==> src/rtl/wb_common_pkg.sv <==
// Wishbone B3 cycle/burst encodings and the ownership state shared by the RAM arbiter slice.
package wb_common_pkg;

   localparam logic [2:0] CTI_CLASSIC = 3'b000;
   localparam logic [2:0] CTI_CONST   = 3'b001;
   localparam logic [2:0] CTI_INCR    = 3'b010;
   localparam logic [2:0] CTI_EOB     = 3'b111;

   localparam logic [1:0] BTE_LINEAR  = 2'b00;
   localparam logic [1:0] BTE_WRAP4   = 2'b01;
   localparam logic [1:0] BTE_WRAP8   = 2'b10;
   localparam logic [1:0] BTE_WRAP16  = 2'b11;

   // Encoding matches the one-hot grant vector so debug views line up.
   typedef enum logic [1:0] {
      ARB_IDLE = 2'b00,
      ARB_OWN0 = 2'b01,
      ARB_OWN1 = 2'b10
   } arb_state_e;

endpackage

==> src/rtl/wb_ram_arbiter_2m_if.sv <==
// One Wishbone B3 point-to-point link; master modport drives the request, slave modport the terminations.
interface wb_ram_arbiter_2m_if #(
   parameter int dw = 32,
   parameter int aw = 32
);
   logic [aw-1:0]   adr;
   logic [1:0]      bte;
   logic [2:0]      cti;
   logic            cyc;
   logic            stb;
   logic            we;
   logic [dw/8-1:0] sel;
   logic [dw-1:0]   wr_dat;
   logic [dw-1:0]   rd_dat;
   logic            ack;
   logic            err;
   logic            rty;

   modport master (
      output adr, bte, cti, cyc, stb, we, sel, wr_dat,
      input  rd_dat, ack, err, rty
   );

   modport slave (
      input  adr, bte, cti, cyc, stb, we, sel, wr_dat,
      output rd_dat, ack, err, rty
   );
endinterface

==> src/rtl/wb_rr_arb2.sv <==
// Ownership register for two Wishbone masters: round-robin on contention, held for the whole cyc window.
// One-cycle registered grant latency; a dropped owner cyc hands over directly to a waiting master.
module wb_rr_arb2
   import wb_common_pkg::*;
#(
   parameter int default_owner = 0
) (
   input  logic       wb_clk_i,
   input  logic       wb_rst_i,
   input  logic       cyc0,
   input  logic       cyc1,
   output arb_state_e state,
   output logic [1:0] grant_o
);

   // rr_ptr = 1 means master 1 wins the next tie.
   logic rr_ptr;
   logic rearb;

   assign rearb = (state == ARB_IDLE) ||
                  (state == ARB_OWN0 && !cyc0) ||
                  (state == ARB_OWN1 && !cyc1);

   always_ff @(posedge wb_clk_i) begin
      if (wb_rst_i) begin
         state   <= ARB_IDLE;
         rr_ptr  <= (default_owner != 0);
         grant_o <= 2'b00;
      end else if (rearb) begin
         if (cyc0 && (!cyc1 || !rr_ptr)) begin
            state   <= ARB_OWN0;
            grant_o <= 2'b01;
            rr_ptr  <= 1'b1;
         end else if (cyc1) begin
            state   <= ARB_OWN1;
            grant_o <= 2'b10;
            rr_ptr  <= 1'b0;
         end else begin
            state   <= ARB_IDLE;
            grant_o <= 2'b00;
         end
      end
   end

endmodule

==> src/rtl/wb_ram_arbiter_2m.sv <==
// Shares one Wishbone RAM slave between two masters; request mux and response demux follow the registered owner.
// Grant arrives the cycle after cyc rises; the non-owner simply waits with its cyc held, bursts are never split.
module wb_ram_arbiter_2m
   import wb_common_pkg::*;
#(
   parameter int dw            = 32,
   parameter int aw            = 32,
   parameter int default_owner = 0
) (
   input  logic                wb_clk_i,
   input  logic                wb_rst_i,
   wb_ram_arbiter_2m_if.slave  wbm0,
   wb_ram_arbiter_2m_if.slave  wbm1,
   wb_ram_arbiter_2m_if.master wbs,
   output logic [1:0]          grant_o
);

   arb_state_e state;

   logic [aw-1:0]   s_adr;
   logic [1:0]      s_bte;
   logic [2:0]      s_cti;
   logic            s_cyc;
   logic            s_stb;
   logic            s_we;
   logic [dw/8-1:0] s_sel;
   logic [dw-1:0]   s_dat;
   logic            own0;
   logic            own1;

   wb_rr_arb2 #(
      .default_owner (default_owner)
   ) u_arb (
      .wb_clk_i (wb_clk_i),
      .wb_rst_i (wb_rst_i),
      .cyc0     (wbm0.cyc),
      .cyc1     (wbm1.cyc),
      .state    (state),
      .grant_o  (grant_o)
   );

   // Muxing from the registered state means a dropping owner is seen by the slave as cyc=0 for a cycle.
   always_comb begin
      s_adr = '0;
      s_bte = BTE_LINEAR;
      s_cti = CTI_CLASSIC;
      s_cyc = 1'b0;
      s_stb = 1'b0;
      s_we  = 1'b0;
      s_sel = '0;
      s_dat = '0;
      case (state)
         ARB_OWN0: begin
            s_adr = wbm0.adr;
            s_bte = wbm0.bte;
            s_cti = wbm0.cti;
            s_cyc = wbm0.cyc;
            s_stb = wbm0.stb;
            s_we  = wbm0.we;
            s_sel = wbm0.sel;
            s_dat = wbm0.wr_dat;
         end
         ARB_OWN1: begin
            s_adr = wbm1.adr;
            s_bte = wbm1.bte;
            s_cti = wbm1.cti;
            s_cyc = wbm1.cyc;
            s_stb = wbm1.stb;
            s_we  = wbm1.we;
            s_sel = wbm1.sel;
            s_dat = wbm1.wr_dat;
         end
         default: ;
      endcase
   end

   assign wbs.adr    = s_adr;
   assign wbs.bte    = s_bte;
   assign wbs.cti    = s_cti;
   assign wbs.cyc    = s_cyc;
   assign wbs.stb    = s_stb;
   assign wbs.we     = s_we;
   assign wbs.sel    = s_sel;
   assign wbs.wr_dat = s_dat;

   assign own0 = (state == ARB_OWN0);
   assign own1 = (state == ARB_OWN1);

   assign wbm0.ack    = wbs.ack & own0;
   assign wbm0.err    = wbs.err & own0;
   assign wbm0.rty    = wbs.rty & own0;
   assign wbm0.rd_dat = wbs.rd_dat;

   assign wbm1.ack    = wbs.ack & own1;
   assign wbm1.err    = wbs.err & own1;
   assign wbm1.rty    = wbs.rty & own1;
   assign wbm1.rd_dat = wbs.rd_dat;

endmodule

==> src/flat_wrapper.sv <==
// flat-port wrapper written by rule: the top's interface ports become plain ports
module wb_ram_arbiter_2m_flat import wb_common_pkg::*;
#(
   parameter int dw            = 32,
   parameter int aw            = 32,
   parameter int default_owner = 0
)
  (wb_clk_i, wb_rst_i, grant_o, wbm0_adr, wbm0_bte, wbm0_cti, wbm0_cyc, wbm0_stb, wbm0_we, wbm0_sel, wbm0_wr_dat, wbm0_rd_dat, wbm0_ack, wbm0_err, wbm0_rty, wbm1_adr, wbm1_bte, wbm1_cti, wbm1_cyc, wbm1_stb, wbm1_we, wbm1_sel, wbm1_wr_dat, wbm1_rd_dat, wbm1_ack, wbm1_err, wbm1_rty, wbs_adr, wbs_bte, wbs_cti, wbs_cyc, wbs_stb, wbs_we, wbs_sel, wbs_wr_dat, wbs_rd_dat, wbs_ack, wbs_err, wbs_rty);
  wb_ram_arbiter_2m_if #(.dw(dw), .aw(aw)) wbm0_i ();
  wb_ram_arbiter_2m_if #(.dw(dw), .aw(aw)) wbm1_i ();
  wb_ram_arbiter_2m_if #(.dw(dw), .aw(aw)) wbs_i ();
  input  logic wb_clk_i;
  input  logic wb_rst_i;
  output logic [1:0] grant_o;
  input wire logic [$bits(wbm0_i.adr)-1:0] wbm0_adr;
  input wire logic [$bits(wbm0_i.bte)-1:0] wbm0_bte;
  input wire logic [$bits(wbm0_i.cti)-1:0] wbm0_cti;
  input wire logic [$bits(wbm0_i.cyc)-1:0] wbm0_cyc;
  input wire logic [$bits(wbm0_i.stb)-1:0] wbm0_stb;
  input wire logic [$bits(wbm0_i.we)-1:0] wbm0_we;
  input wire logic [$bits(wbm0_i.sel)-1:0] wbm0_sel;
  input wire logic [$bits(wbm0_i.wr_dat)-1:0] wbm0_wr_dat;
  output wire logic [$bits(wbm0_i.rd_dat)-1:0] wbm0_rd_dat;
  output wire logic [$bits(wbm0_i.ack)-1:0] wbm0_ack;
  output wire logic [$bits(wbm0_i.err)-1:0] wbm0_err;
  output wire logic [$bits(wbm0_i.rty)-1:0] wbm0_rty;
  input wire logic [$bits(wbm1_i.adr)-1:0] wbm1_adr;
  input wire logic [$bits(wbm1_i.bte)-1:0] wbm1_bte;
  input wire logic [$bits(wbm1_i.cti)-1:0] wbm1_cti;
  input wire logic [$bits(wbm1_i.cyc)-1:0] wbm1_cyc;
  input wire logic [$bits(wbm1_i.stb)-1:0] wbm1_stb;
  input wire logic [$bits(wbm1_i.we)-1:0] wbm1_we;
  input wire logic [$bits(wbm1_i.sel)-1:0] wbm1_sel;
  input wire logic [$bits(wbm1_i.wr_dat)-1:0] wbm1_wr_dat;
  output wire logic [$bits(wbm1_i.rd_dat)-1:0] wbm1_rd_dat;
  output wire logic [$bits(wbm1_i.ack)-1:0] wbm1_ack;
  output wire logic [$bits(wbm1_i.err)-1:0] wbm1_err;
  output wire logic [$bits(wbm1_i.rty)-1:0] wbm1_rty;
  output wire logic [$bits(wbs_i.adr)-1:0] wbs_adr;
  output wire logic [$bits(wbs_i.bte)-1:0] wbs_bte;
  output wire logic [$bits(wbs_i.cti)-1:0] wbs_cti;
  output wire logic [$bits(wbs_i.cyc)-1:0] wbs_cyc;
  output wire logic [$bits(wbs_i.stb)-1:0] wbs_stb;
  output wire logic [$bits(wbs_i.we)-1:0] wbs_we;
  output wire logic [$bits(wbs_i.sel)-1:0] wbs_sel;
  output wire logic [$bits(wbs_i.wr_dat)-1:0] wbs_wr_dat;
  input wire logic [$bits(wbs_i.rd_dat)-1:0] wbs_rd_dat;
  input wire logic [$bits(wbs_i.ack)-1:0] wbs_ack;
  input wire logic [$bits(wbs_i.err)-1:0] wbs_err;
  input wire logic [$bits(wbs_i.rty)-1:0] wbs_rty;
  assign wbm0_i.adr = wbm0_adr;
  assign wbm0_i.bte = wbm0_bte;
  assign wbm0_i.cti = wbm0_cti;
  assign wbm0_i.cyc = wbm0_cyc;
  assign wbm0_i.stb = wbm0_stb;
  assign wbm0_i.we = wbm0_we;
  assign wbm0_i.sel = wbm0_sel;
  assign wbm0_i.wr_dat = wbm0_wr_dat;
  assign wbm0_rd_dat = wbm0_i.rd_dat;
  assign wbm0_ack = wbm0_i.ack;
  assign wbm0_err = wbm0_i.err;
  assign wbm0_rty = wbm0_i.rty;
  assign wbm1_i.adr = wbm1_adr;
  assign wbm1_i.bte = wbm1_bte;
  assign wbm1_i.cti = wbm1_cti;
  assign wbm1_i.cyc = wbm1_cyc;
  assign wbm1_i.stb = wbm1_stb;
  assign wbm1_i.we = wbm1_we;
  assign wbm1_i.sel = wbm1_sel;
  assign wbm1_i.wr_dat = wbm1_wr_dat;
  assign wbm1_rd_dat = wbm1_i.rd_dat;
  assign wbm1_ack = wbm1_i.ack;
  assign wbm1_err = wbm1_i.err;
  assign wbm1_rty = wbm1_i.rty;
  assign wbs_adr = wbs_i.adr;
  assign wbs_bte = wbs_i.bte;
  assign wbs_cti = wbs_i.cti;
  assign wbs_cyc = wbs_i.cyc;
  assign wbs_stb = wbs_i.stb;
  assign wbs_we = wbs_i.we;
  assign wbs_sel = wbs_i.sel;
  assign wbs_wr_dat = wbs_i.wr_dat;
  assign wbs_i.rd_dat = wbs_rd_dat;
  assign wbs_i.ack = wbs_ack;
  assign wbs_i.err = wbs_err;
  assign wbs_i.rty = wbs_rty;
  wb_ram_arbiter_2m #(.dw(dw), .aw(aw), .default_owner(default_owner)) u_core (.wb_clk_i(wb_clk_i), .wb_rst_i(wb_rst_i), .wbm0(wbm0_i), .wbm1(wbm1_i), .wbs(wbs_i), .grant_o(grant_o));
endmodule
==> config.mk <==
export PLATFORM = sky130hd
export DESIGN_NAME = wb_ram_arbiter_2m_flat
export DESIGN_NICKNAME = d
export VERILOG_FILES = /design/src/rtl/wb_common_pkg.sv /design/src/rtl/wb_ram_arbiter_2m_if.sv /design/src/rtl/wb_rr_arb2.sv /design/src/rtl/wb_ram_arbiter_2m.sv /design/src/flat_wrapper.sv
export SDC_FILE = /design/constraint.sdc
export NUM_CORES = 1
export LEC_CHECK = 0
export ABC_AREA = 0
export BUFFER_PORTS_ARGS = -buffer_cell sky130_fd_sc_hd__buf_2
export CORE_AREA = 3 3 129 131
export DETAILED_ROUTE_END_ITERATION = 8
export DIE_AREA = 0 0 132 134
export GPL_ROUTABILITY_DRIVEN = 0
export PLACE_DENSITY_LB_ADDON = 0.2
export RECOVER_POWER = 25
export SYNTH_ARGS = -nofsm -noshare
export SYNTH_HDL_FRONTEND = slang
export SYNTH_HIERARCHICAL = 1
export SYNTH_SLANG_ARGS = --single-unit
==> constraint.sdc <==
create_clock -name wb_clk_i -period 2 [get_ports wb_clk_i]
set_clock_uncertainty 0.1 [all_clocks]
set_input_delay 0.3 -clock wb_clk_i [delete_from_list [all_inputs] [get_ports wb_clk_i]]
set_output_delay 0.3 -clock wb_clk_i [all_outputs]
set_load 0.05 [all_outputs]
* Yosys cells after proc, flatten, opt, wreduce, memory -nomap -nowiden
Cells that the tools add are included.
** Operators by class
- Eq/ne operators :: 2
- Mux-type cells :: 12
- Bitwise logic cells :: 6
- Reduce and logical (&&, ||, !) cells :: 12
** Operator list (count)
- $pmux W32 S2 :: 2
- $pmux W4 S2 :: 1
- $and A1 B1 Y1 :: 6
- $pmux W1 S2 :: 3
- $pmux W3 S2 :: 1
- $mux W2 :: 2
- $pmux W2 S2 :: 1
- $logic_and A1 B1 Y1 :: 3
- $logic_not A1 Y1 :: 3
- $logic_or A1 B1 Y1 :: 3
- $eq A2 B1 Y1 const B :: 1
- $eq A2 B2 Y1 const B :: 1
- $logic_not A2 Y1 :: 1
- $mux W1 :: 2
- $reduce_and A2 Y1 :: 1
- $reduce_bool A2 Y1 :: 1
** Storage, ports and cells
- Flip-flop bits (word level) :: 3
- Logic and storage cells :: 34

* Longest topological paths before layout
- Depth after elaboration :: 5
- Mapped depth :: 8

* Cells and area by module
Netlist, hierarchy kept.
** By module, submodules not included
- wb_ram_arbiter_2m :: times used 1, cells each 252, area an instance 1610.3 sq um, sequential area each 0.0 sq um
- wb_rr_arb2 :: times used 1, cells each 18, area an instance 145.1 sq um, sequential area each 60.1 sq um

* Worst setup path after synthesis
Ideal clock, no wire load.
- Path kind :: reg-to-output
- From :: register, netlist name u_core/u_arb/grant_o[0]
- To :: output port wbs_adr[0]
- Arrival :: 2.264 ns
- Path slack :: -0.664 ns
- Cell stages (with the launch flop) :: 7
- Cell sequence :: dfxtp_1 buf_4 inv_1 ha_1 buf_2 buf_2 nor2_1
** RTL lines
- end: declaration :: RTL line flat_wrapper.sv:39 : output wire logic [$bits(wbs_i.adr)-1:0] wbs_adr;

==> summary.md <==
| Metric | Value |
|---|---|
| PortBufs | 240 |
| WS Path Type | reg -> out |
| Met2 Routed Length | between 5000 and 6000 um |
| Slew HR | about four fifths |
| Clk_lat worst skew | ~0.22 ns |
| Fmax | 505 MHz |
| CP peak stage delay | approximately 0.38 ns |
| Synth Flop Type | dfxtp_1 |
| CP Max Fanout | 34 |
| WL/cell | approximately 15 um |
| Wire length on met3 | between 700 and 800 um |
| DR vias/cell | 4.00 |
| # hold bufs at CTS | 0 |
| PwrDens | 407 mW/mm2 |
| Max_cap viols | 0 |
| Vias in the first global route | 2725 |
| Synthesis-to-layout area growth | 144% |
| Slowest CP cell | dfxtp_4 |
| Total core area | roughly 0.016 mm2 |
| Syn Std Cell Area | between 0.0015 and 0.002 mm2 |
| RSZ-0062 raised after global routing | yes |
| First-pass GRT wire length | ~14000 um |
| Most frequent cell after synthesis | nor2_1 |
| Crit. End Element | primary output |
| DRC Markers | 0 |
| CTS H-tree depth | 1 |
| CP Launch Type | register |
| Clock Path Buffers | 2 |
| Total wire length | between 9000 and 10000 um |
| Tcrit/Tclk final | between 90% and 100% |
| CTS tree | yes |
| Ports | approximately 340 |
| Total CTS buffers | 3 |
| Leak | around 1.7 nW |
| Post-Synthesis Cells | 270 |
| Syn_nets | about 460 |
| Post-route ant nets | 0 |
| CP cell instances | inv_1 > ha_4 > buf_12 > a22oi_1 > nor2_4 > clkbuf_4 |
| Yosys cell types | 18 |
| Initial Utilization | 11.2% |
| Fillers | around 1700 |
| Largest net degree at the start of global routing | between 40 and 50 |
| EDFF count, synth | 0 |
| DR vias | approximately 2700 |
| Initial antenna violation count | 0 |
| Final Slew Violations | 0 |
| Design Power | between 1.5 and 2 mW |
| DRT Pass-1 Iters | 4 |
| Die area | 0.0177 mm2 |
| Root Driver | clkbuf_16 |
| Final Hold Vio Count | 0 |
| M1 WL | between 3000 and 4000 um |
| Synth area leader | a22oi_1 |
| Tmin final | between 1.5 and 2 ns |
| 1st-iter DRT viols | between 50 and 60 |
| Worst vdd ir | 450 uV |
| Yosys top cell area share | between 20% and 30% |
| Most frequent cells after synthesis | nor2_1 (77), a22oi_1 (68), buf_4 (66) |
| CP arrival | between 1.5 and 2 ns |
| Register area share after synthesis | between 3 and 4% |
| Asr flop ratio synth | 0% |
| GRT Util Overall | a little under a tenth |
| Status | finished clean |
| Sequential standard cell area | between 60 and 70 um2 |
| Clk slew on worst S/H paths | about 0.030 ns |
| Std-Cell Rows | 46 |
| Global route total overflow | 0 |
| Class of the worst hold path | in -> reg |
| Footprint of the multi-input gates | around 0.0018 mm2 |
| Die width | between 100 and 150 um |
| Setup TNS | 0 ns |
| Sink Count | 3 |
| Die height | ~130 um |
| N_diodes | 0 |
| # setup viols final | 0 |
| Synth Area per Inst | roughly 6.5 um2 |
| Max layer used | met4 |
| Worst slew pin tran | ~0.29 ns |
| Hpwl dp | about 7500 um |
| Worst path required time | around 1.6 ns |
| Ys Warns | 6 |
| Final nets | 647 |
| Share of cells above drive strength 1 | between 90% and 100% |
| Seq cells post-synth | 3 |
| Synth area leaders | a22oi_1 (29%), buf_4 (28%), nor2_1 (16%) |
[worst max-delay path, delay by kind of cell, from the launching register on]
family / cells / cell delay (ns)
buf+inv: 3 / 0.47
fa+ha+maj: 1 / 0.19
flops: 1 / 0.38
compound gates: 1 / 0.27
simple gates: 1 / 0.04
[metrics by stage]
stage,cell area (um2),hold WS [ns],worst slack [ns],std cells,utilization [%]
floorplan,2330,0.265,-0.0369,270,-
global route,4280,0.175,-0.0426,671,27.2
finish,4280,0.168,0.0182,671,27.2
global placement,3400,0.384,0.134,652,21.7
detailed placement,3400,0.395,0.126,652,21.7
CTS,3850,0.164,-0.0488,660,24.5
[cells in the final DEF, fill, tap and decap left out, drive strengths merged]
master / instances
and2: 6
nor3: 1
o211ai: 1
o21ai: 2
clkbuf: 18
inv: 4
nor2: 77
ha: 2
dfxtp: 3
a21oi: 3
nand2b: 2
buf: 259
a311oi: 1
a22oi: 76
[layer usage]
layer  global-route usage (%)  vias to the layer above
met4                     1.98                        0
met5                        0                        -
li1                         -                     1254
met1                     10.2                     1268
met3                     2.36                       21
met2                     18.5                      144
[report_power, final]
part           leakage [nW]  internal, mW  switching [mW]
Clock                0.0382         0.263          0.0501
Combinational          1.63         0.567           0.793
Sequential           0.0261        0.0644         0.00759
Total                  1.70         0.894           0.850
[area by class of cell]
class | instances | area share [%]
Timing Repair Buffer | 273 | 47.2
Multi-Input combinational cell | 171 | 42.8
Tap cell | 216 | 6.31
Clock buffer | 4 | 1.84
Sequential cell | 3 | 1.58
Inverter | 4 | 0.351
[flip-flops by register name (all words and copies together) (netlist names)]
register and flops:
u_core/u_arb/grant_o 2, u_core/u_arb/rr_ptr 1
[cell families after synthesis]
group           after synthesis  synth area share [%]
buf+inv                      96                  38.4
simple gates                 86                  19.6
compound gates               83                  37.1
flops                         3                  3.42
fa+ha+maj                     2                  1.43
[timing repair]
action                                  CTS  global route
setup buffers                             4             7
endpoints found under the setup margin   75            81
gates cloned                              0             4
gates resized for setup                 105            61
pin swaps                                 1             4
[final timing paths]
check | cells after the start | slack [ns] | end | from
min | 2 | 0.17 | u_core/u_arb/grant_o[1]$_SDFFE_PP0P_ | wb_rst_i
max | 6 | 0.02 | wbs_wr_dat[7] | u_core/u_arb/grant_o[1]$_SDFFE_PP0P_
min reg2reg | 2 | 0.40 | u_core/u_arb/rr_ptr$_SDFFE_PP0P_ | u_core/u_arb/rr_ptr$_SDFFE_PP0P_
max reg2reg | 4 | 0.89 | u_core/u_arb/rr_ptr$_SDFFE_PP0P_ | u_core/u_arb/grant_o[0]$_SDFFE_PP0P_
Note: power is estimated with default switching activity, not from simulation.
